--- config.mk ---
export PLATFORM = sky130hd
export DESIGN_NAME = axi4_lite_slave_mem
export DESIGN_NICKNAME = d
export VERILOG_FILES = /design/src/rtl/axi4_lite_pkg.sv /design/src/rtl/axi_lite_word_mem.sv /design/src/rtl/axi4_lite_slave_mem.sv
export SDC_FILE = /design/constraint.sdc
export NUM_CORES = 2
export LEC_CHECK = 0
export ABC_AREA = 1
export BUFFER_PORTS_ARGS = -buffer_cell sky130_fd_sc_hd__buf_2
export CELL_PAD_IN_SITES_DETAIL_PLACEMENT = 1
export CELL_PAD_IN_SITES_GLOBAL_PLACEMENT = 1
export CORE_UTILIZATION = 50
export CTS_CLUSTER_SIZE = 28
export DETAILED_ROUTE_END_ITERATION = 8
export GPL_ROUTABILITY_DRIVEN = 0
export PLACE_DENSITY = 0.8
export SLEW_MARGIN = 30
export SYNTH_ARGS = -nofsm -noshare
export SYNTH_HDL_FRONTEND = slang
export SYNTH_SLANG_ARGS = --single-unit
--- constraint.sdc ---
create_clock -name clk -period 3.33 [get_ports clk]
set_input_delay 0.4995 -clock clk [delete_from_list [all_inputs] [get_ports clk]]
set_output_delay 0.4995 -clock clk [all_outputs]
set_load 0.1 [all_outputs]
--- src/rtl/axi4_lite_pkg.sv ---
// rtl/axi4_lite_pkg.sv - shared AXI4-Lite response codes, FSM state encodings and decode helper
package axi4_lite_pkg;

    localparam logic [1:0] RESP_OKAY   = 2'b00;
    localparam logic [1:0] RESP_SLVERR = 2'b10;

    typedef enum logic [1:0] {
        W_IDLE      = 2'd0,
        W_WAIT_DATA = 2'd1,
        W_WAIT_ADDR = 2'd2,
        W_RESP      = 2'd3
    } axi_wstate_e;

    typedef enum logic {
        R_IDLE = 1'b0,
        R_RESP = 1'b1
    } axi_rstate_e;

    // True when a byte address falls inside a window of span_bytes starting at 0.
    // The extra top bit keeps a full 4 GiB span representable.
    function automatic logic addr_in_range(input logic [31:0] addr, input logic [32:0] span_bytes);
        return ({1'b0, addr} < span_bytes);
    endfunction

endpackage

--- src/rtl/axi_lite_word_mem.sv ---
// rtl/axi_lite_word_mem.sv - word-addressed memory with byte-strobed write and synchronous clear
module axi_lite_word_mem #(
    parameter int data_width = 32,
    parameter int DEPTH      = 64
) (
    input  logic                          clk,
    input  logic                          reset,
    input  logic                          we_i,
    input  logic [$clog2(DEPTH)-1:0]      waddr_i,
    input  logic [data_width-1:0]         wdata_i,
    input  logic [data_width/8-1:0]       wstrb_i,
    input  logic [$clog2(DEPTH)-1:0]      raddr_i,
    output logic [data_width-1:0]         rdata_o
);

    localparam int STRB_W = data_width / 8;

    logic [data_width-1:0] mem_q [DEPTH];

    // Whole array cleared while reset is held; otherwise only enabled byte lanes change.
    always_ff @(posedge clk) begin
        if (!reset) begin
            for (int i = 0; i < DEPTH; i++) begin
                mem_q[i] <= '0;
            end
        end else if (we_i) begin
            for (int b = 0; b < STRB_W; b++) begin
                if (wstrb_i[b]) begin
                    mem_q[waddr_i][8*b +: 8] <= wdata_i[8*b +: 8];
                end
            end
        end
    end

    // Asynchronous read: the caller registers it, so a same-edge write is not yet visible.
    assign rdata_o = mem_q[raddr_i];

endmodule

--- src/rtl/axi4_lite_slave_mem.sv ---
// rtl/axi4_lite_slave_mem.sv - AXI4-Lite responder with independent read/write FSMs over word memory
module axi4_lite_slave_mem
    import axi4_lite_pkg::*;
#(
    parameter int data_width = 32,
    parameter int DEPTH      = 64
) (
    input  logic                     clk,
    input  logic                     reset,
    input  logic                     AWvalid,
    input  logic [31:0]              AWaddr,
    output logic                     AWready,
    input  logic                     Wvalid,
    input  logic [data_width-1:0]    Wdata,
    input  logic [data_width/8-1:0]  Wstrb,
    output logic                     Wready,
    output logic                     Bvalid,
    output logic [1:0]               Bresp,
    input  logic                     Bready,
    input  logic                     ARvalid,
    input  logic [31:0]              ARaddr,
    output logic                     ARready,
    output logic                     Rvalid,
    output logic [data_width-1:0]    Rdata,
    output logic [1:0]               Rresp,
    input  logic                     Rready
);

    localparam int          STRB_W = data_width / 8;
    localparam int          LSB    = $clog2(STRB_W);
    localparam int          IDX_W  = $clog2(DEPTH);
    localparam logic [32:0] SPAN   = 33'(DEPTH * STRB_W);

    // Write channel state
    axi_wstate_e             w_state_q;
    logic                    awready_q;
    logic                    wready_q;
    logic                    bvalid_q;
    logic [1:0]              bresp_q;
    logic [31:0]             waddr_q;
    logic [data_width-1:0]   wdata_q;
    logic [STRB_W-1:0]       wstrb_q;

    // Read channel state
    axi_rstate_e             r_state_q;
    logic                    arready_q;
    logic                    rvalid_q;
    logic [1:0]              rresp_q;
    logic [data_width-1:0]   rdata_q;

    // Handshakes use the registered ready flags, so they are glitch-free within a cycle
    logic aw_hs;
    logic w_hs;
    logic ar_hs;

    assign aw_hs = AWvalid & awready_q;
    assign w_hs  = Wvalid  & wready_q;
    assign ar_hs = ARvalid & arready_q;

    // Commit path: the address/data pair that completes this cycle, wherever each half came from
    logic                    commit;
    logic [31:0]             commit_addr;
    logic [data_width-1:0]   commit_data;
    logic [STRB_W-1:0]       commit_strb;
    logic                    commit_ok;
    logic [1:0]              bresp_d;

    // Select the halves of the write that complete this cycle
    always_comb begin
        commit      = 1'b0;
        commit_addr = AWaddr;
        commit_data = Wdata;
        commit_strb = Wstrb;
        case (w_state_q)
            W_IDLE: begin
                commit = aw_hs & w_hs;
            end
            W_WAIT_DATA: begin
                commit      = w_hs;
                commit_addr = waddr_q;
            end
            W_WAIT_ADDR: begin
                commit      = aw_hs;
                commit_data = wdata_q;
                commit_strb = wstrb_q;
            end
            default: begin
                commit = 1'b0;
            end
        endcase
    end

    assign commit_ok = addr_in_range(commit_addr, SPAN);
    assign bresp_d   = commit_ok ? RESP_OKAY : RESP_SLVERR;

    // Read decode
    logic                    rd_ok;
    logic [data_width-1:0]   mem_rdata;
    logic [data_width-1:0]   rdata_d;
    logic [1:0]              rresp_d;

    assign rd_ok   = addr_in_range(ARaddr, SPAN);
    assign rdata_d = rd_ok ? mem_rdata : '0;
    assign rresp_d = rd_ok ? RESP_OKAY : RESP_SLVERR;

    axi_lite_word_mem #(
        .data_width (data_width),
        .DEPTH      (DEPTH)
    ) u_mem (
        .clk     (clk),
        .reset   (reset),
        .we_i    (commit & commit_ok),
        .waddr_i (commit_addr[LSB +: IDX_W]),
        .wdata_i (commit_data),
        .wstrb_i (commit_strb),
        .raddr_i (ARaddr[LSB +: IDX_W]),
        .rdata_o (mem_rdata)
    );

    // Write FSM: join AW and W in either order, commit once, hold B until accepted
    always_ff @(posedge clk) begin
        if (!reset) begin
            w_state_q <= W_IDLE;
            awready_q <= 1'b0;
            wready_q  <= 1'b0;
            bvalid_q  <= 1'b0;
            bresp_q   <= RESP_OKAY;
            waddr_q   <= '0;
            wdata_q   <= '0;
            wstrb_q   <= '0;
        end else begin
            case (w_state_q)
                W_IDLE: begin
                    if (aw_hs && w_hs) begin
                        awready_q <= 1'b0;
                        wready_q  <= 1'b0;
                        bvalid_q  <= 1'b1;
                        bresp_q   <= bresp_d;
                        w_state_q <= W_RESP;
                    end else if (aw_hs) begin
                        waddr_q   <= AWaddr;
                        awready_q <= 1'b0;
                        wready_q  <= 1'b1;
                        w_state_q <= W_WAIT_DATA;
                    end else if (w_hs) begin
                        wdata_q   <= Wdata;
                        wstrb_q   <= Wstrb;
                        awready_q <= 1'b1;
                        wready_q  <= 1'b0;
                        w_state_q <= W_WAIT_ADDR;
                    end else begin
                        // Also the path that raises ready on the first cycle out of reset
                        awready_q <= 1'b1;
                        wready_q  <= 1'b1;
                    end
                end
                W_WAIT_DATA: begin
                    if (w_hs) begin
                        wready_q  <= 1'b0;
                        bvalid_q  <= 1'b1;
                        bresp_q   <= bresp_d;
                        w_state_q <= W_RESP;
                    end
                end
                W_WAIT_ADDR: begin
                    if (aw_hs) begin
                        awready_q <= 1'b0;
                        bvalid_q  <= 1'b1;
                        bresp_q   <= bresp_d;
                        w_state_q <= W_RESP;
                    end
                end
                W_RESP: begin
                    if (Bready) begin
                        bvalid_q  <= 1'b0;
                        awready_q <= 1'b1;
                        wready_q  <= 1'b1;
                        w_state_q <= W_IDLE;
                    end
                end
                default: begin
                    w_state_q <= W_IDLE;
                end
            endcase
        end
    end

    // Read FSM: capture data on AR handshake, hold R until accepted
    always_ff @(posedge clk) begin
        if (!reset) begin
            r_state_q <= R_IDLE;
            arready_q <= 1'b0;
            rvalid_q  <= 1'b0;
            rresp_q   <= RESP_OKAY;
            rdata_q   <= '0;
        end else begin
            case (r_state_q)
                R_IDLE: begin
                    if (ar_hs) begin
                        arready_q <= 1'b0;
                        rvalid_q  <= 1'b1;
                        rdata_q   <= rdata_d;
                        rresp_q   <= rresp_d;
                        r_state_q <= R_RESP;
                    end else begin
                        arready_q <= 1'b1;
                    end
                end
                R_RESP: begin
                    if (Rready) begin
                        rvalid_q  <= 1'b0;
                        arready_q <= 1'b1;
                        r_state_q <= R_IDLE;
                    end
                end
                default: begin
                    r_state_q <= R_IDLE;
                end
            endcase
        end
    end

    assign AWready = awready_q;
    assign Wready  = wready_q;
    assign Bvalid  = bvalid_q;
    assign Bresp   = bresp_q;
    assign ARready = arready_q;
    assign Rvalid  = rvalid_q;
    assign Rdata   = rdata_q;
    assign Rresp   = rresp_q;

endmodule

After elaboration in Yosys (flattened, before gate mapping)
Memory sizes are Yosys's and may differ from the RTL's.
Index checks and enable logic that the tools add are counted.
- $lt $le $gt $ge: 2
- bitwise logic cells: 8
- eq/ne operators: 10
- reductions and logical operators: 15
- multiplexer cells: 62
- operator list (kind ; number):
    $mux W32 ; 4
    $lt A32 B9 Y1 const B ; 2
    $mux W1 ; 35
    $reduce_or A32 Y1 ; 1
    $mux W2 ; 11
    $reduce_and A4 Y1 ; 4
    $ne A2 B2 Y1 const B ; 6
    $pmux W1 S3 ; 3
    $reduce_and A3 Y1 ; 3
    $reduce_bool A3 Y1 ; 3
    $mux W4 ; 2
    $pmux W2 S4 ; 1
    $mux W6 ; 1
    $pmux W1 S2 ; 3
    $pmux W2 S3 ; 1
    $and A1 B1 Y1 ; 5
    $eq A2 B2 Y1 const B ; 2
    $ne A4 B4 Y1 const B ; 1
    $pmux W1 S4 ; 1
    $reduce_and A2 Y1 ; 2
    $not A1 Y1 ; 3
    $eq A2 B1 Y1 const B ; 1
    $logic_not A2 Y1 ; 1
    $logic_and A1 B1 Y1 ; 1
- output and inout bits: 41
- memories kept: 1
- flip-flop bits (word level): 112
- memory bits (writable): 2048
- word-level logic and storage cells: 111
- memory list (memory ; words ; width ; read ports ; clocked after memory_dff ; wr ports ; RTL line ; text):
    u_mem.mem_q ; 64 ; 32 ; 1 ; 0 ; 64 ; axi_lite_word_mem.sv:18 ; logic [data_width-1:0] mem_q [DEPTH];

Longest topological paths before layout
- word-level depth: 9
- mapped depth: 13
- depth with buffers taken out: 10

Modules after synthesis
A second synthesis with hierarchy kept.
- cells, all modules: 10264
- area total of the unflattened synthesis: 97599.9 um2
- modules (own cells, without submodules) (module ; cells an instance ; times used ; area an instance (um2) ; seq. area each (um2)):
    axi_lite_word_mem ; 9580 ; 1 ; 92792.7 ; 61499.0
    axi4_lite_slave_mem ; 684 ; 1 ; 4807.1 ; 2162.1

Worst setup path after synthesis
No wires, ideal clock.
- path kind: reg2reg
- start point: reg wready_q, in the netlist Wready
- end point: mem u_mem.mem_q[11][0] (enable)
- data arrival time: 2.668 ns
- clock period less this slack: 2.996 ns
- stages on the path, launching flop included: 9
- required time: 3.001 ns
- slack: 0.334 ns
- path buffers: 2
- cells stage by stage: dfxtp_1 -> nand2_1 -> inv_1 -> nand2_1 -> a211oi_2 -> buf_2 -> buf_2 -> nand4_2 -> nand2_1
- RTL lines (element ; RTL line ; text):
    start: declaration ; axi4_lite_slave_mem.sv:37 ; logic wready_q;
    start signal: assignment ; axi4_lite_slave_mem.sv:125 ; wready_q <= 1'b0;
    start signal: assignment ; axi4_lite_slave_mem.sv:136 ; wready_q <= 1'b0;
    start signal: assignment ; axi4_lite_slave_mem.sv:143 ; wready_q <= 1'b1;
    end: declaration ; axi_lite_word_mem.sv:18 ;

==> impl_results.md <==
* Routed vias/inst at around 6.1
* Clock power frac at 35.8%
* Via Count at between 80000 and 90000
* Slew Viols, Final at 0
* Yosys cell types at 36
* Overall Power at about 67 mW
* 1st-pass router iterations at 8
* Seq/Total Area, Yosys at between 60% and 70%
* Fin crit period at about 3.3 ns
* Synth Cell Area at about 100000 um^2
* Post-synth EDFFs at 2048
* Synth Flop Type: edfxtp_1
* Setup violators final at 0
* Io pins at ~150
* Reg clk slew, reported paths at around 0.06 ns
* Leakage at ~45 nW
* Worst Path Buf+Inv at 3
* Synth top area cells: edfxtp_1, nand3_1, nand2_1
* Number of core rows at approximately 160
* Crit path arrival time at ~3.8 ns
* Int Pwr at roughly 47 mW
* DIE WIDTH at roughly 450 um
* Post-Place Cell Area at between 100000 and 150000 um^2
* Critical Path Source Type: flip-flop
* PwrDens at 583.1 nW/um^2
* Slew HR at slightly above 40%
* Layout cells sized above 1 at 13.84%
* Reg2reg path depth at 9
* Mapped Cells at between 10000 and 15000
* Pin count of the biggest net entering global routing at 134
* Failing checks: DRC
* Initial Utilization at a little over 50%
* Final instance area at ~110000 um^2
* Overall Global Routing Usage at about a third
* Multi-input gate area at 32770 um^2
* Crit end category: flip-flop
* Fin. Hold Viols at 0
* FF-to-FF End: u_mem.mem_q[49][21]
* Die area at around 200000 um^2
* Ys Warns at 0
* Crit. Startpoint: w_state_q[1]
* Crit path to: u_mem.mem_q[49][21]
* Gr ovfl total at 0
* Sw power at between 20 and 25 mW
* Post-Place Cells at between 10000 and 15000
* Critical Path RT at around 3.9 ns
* Flop2flop setup slack at 0.07 ns
* Die height at between 400 and 500 um
* Root buffer cell: clkbuf_16
* Worst slew pin tran at 0.8762 ns
* WS Path Type: flip-flop to flip-flop
* Top cell by count, worst path: buf_4
* Worst path slowest cell: o21ai_2
* Clock sink count at between 2000 and 2500
* FF+latch area at between 60000 and 70000 um^2
* Reg2Reg Launch Point: w_state_q[1]
* Number of global-route vias before repair at roughly 84000
* WHS at between 0.15 and 0.2 ns
* Initial DRC count at 9159
* Delay-heaviest family, CP: simple AND/OR/NAND/NOR gates
* Clock buffer count from CTS at about 220
* Layout Cells excl Fill at ~13000
* CTS tree: yes
* Detailed Route WL at 351.4 mm
* Min-Delay Path Class: input port to flip-flop
* Post-route ant nets at 0
* Clk_skew at 0.04122 ns
* Worst path max stage delay at 0.54 ns
* Sequential Power Share at between 40% and 50%
* Status: finished with violations
* Commonest cells after routing, fill and taps aside: nand2_1, nor2_1, edfxtp_1, nand3_1, buf_4
* Sw Ratio at between 30% and 40%
* Fillers at 21260
* Fin Setup TNS at 0 ns
* Clk_lat worst skew at ~0.89 ns
* Seq cells post-synth at 2156
* Max Fclk at approximately 310 MHz
* Synth area leader: edfxtp_1
* Synth top area share at just over 60%
* Antenna violations before repair at 7
* Clock buffer depth at 3
* Period utilization at between 90% and 100%
* Worst vdd ir at roughly 0.00062 V
* CORE AREA at roughly 200000 um^2
* CP max FO at 15
* Nets at about 10000
* H-tree depth at 4
* Wire length per cell at approximately 27 um
* Critical path, cell by cell: inv_1, ha_1, buf_4, o21ai_2, nand2_2, nor2_2, buf_4, nand4_2, nand2_1
* Hpwl dp at 229.4 mm
* Synth-to-layout area growth at 15.32%
* Mapped Avg Cell Area at approximately 9.8 um^2
* Ys async rst share at 0%
* Commonest non-fill, non-tap cell in the layout: nand2_1
* Max Cap Violations at 0
* Comb power frac at between 15 and 20%
* DRC at 4
* Port buffer count at approximately 140
* Global-route wire length before repair at around 520 mm
* Crit path depth at 9
[worst min-delay path by stage]
stage	slack, ns	cells past startpoint	endpoint	startpoint
detailed placement	0.44	2	waddr_q[12]	waddr_q[12]
CTS	0.09	5	Wready	Bready
global route	0.21	4	w_state_q[1]	AWvalid
floorplan	0.42	2	waddr_q[14]	waddr_q[14]
global placement	0.44	2	waddr_q[29]	waddr_q[29]
finish	0.19	5	AWready	Bready
[timing repair]
item / CTS / global route
resized for setup: 0 / 37
hold buffers: 69 / 0
hold endpoints to repair: 70 / 0
setup endpoints to repair: 0 / 261
setup buffers: 0 / 3
[cell type report]
cell class	instances	share of cell area, %
antenna	1	0.002188
clock buffer	315	5.379
clock inverter	94	0.5843
inverter	57	0.2090
multi-input combinational	7089	28.66
sequential	2156	55.67
tap	2640	2.889
timing repair buffer	796	6.607
[power groups by stage]
stage               sequential [mW]  combinational [mW]  clock (mW)
detailed placement             31.6                11.3           0
finish                         31.1                11.7        23.8
global route                   31.2                12.1        24.8
floorplan                      31.6                5.67           0
global placement               31.5                11.0           0
CTS                            31.1                11.4        23.9
[synth_stat cells (all sizes together) (2+ instances only)]
cell type and n:
o21ai 80, o211ai 3, nor4 12, a221oi 2, nor3 7, a21oi 70
nand4 260, ha 6, clkbuf 573, buf 211, inv 56, mux2i 32
edfxtp 2048, nand2 2388, nor2 2201, nand3 2020, dfxtp 108
[sequential cells by signal, indices dropped and copies added (netlist names), 2 cells and up]
register	count
wdata_q	32
waddr_q	30
u_mem.mem_q	2048
w_state_q	2
Rdata	32
wstrb_q	4
[worst reg2reg max path, cell delays in order (launching register included)]
cell and delay, ns:
dfxtp_1 0.33, inv_1 0.10, ha_1 0.21, buf_4 0.21, o21ai_2 0.55, nand2_2 0.35, nor2_2 0.30, buf_4 0.20
nand4_2 0.25, nand2_1 0.42
[through the flow]
stage / utilization (%) / worst slack [ns]
detailed placement: 54.09 / 0.1164
global route: 57.98 / -0.01087
global placement: 54.09 / 0.1902
floorplan: - / 0.3336
CTS: 57.89 / 0.07126
finish: 57.98 / 0.07001
[kinds of logic after synthesis]
kind of cell,share of synthesized area [%]
simple gates,31.20
fa+ha+maj,0.07571
compound gates,0.8467
mux,0.3230
buf+inv,3.351
flops,64.20
other cells,0.003782
[per-layer routing]
metal,GRT usage [%],vias to the layer above,share of wire (%)
met5,0,-,0.0026
met4,21.06,2,6.5
met3,6.076,939,9.1
met2,57.39,4013,48
met1,43.24,40470,37
li1,-,35060,-
(Power assumes the default switching activity.)
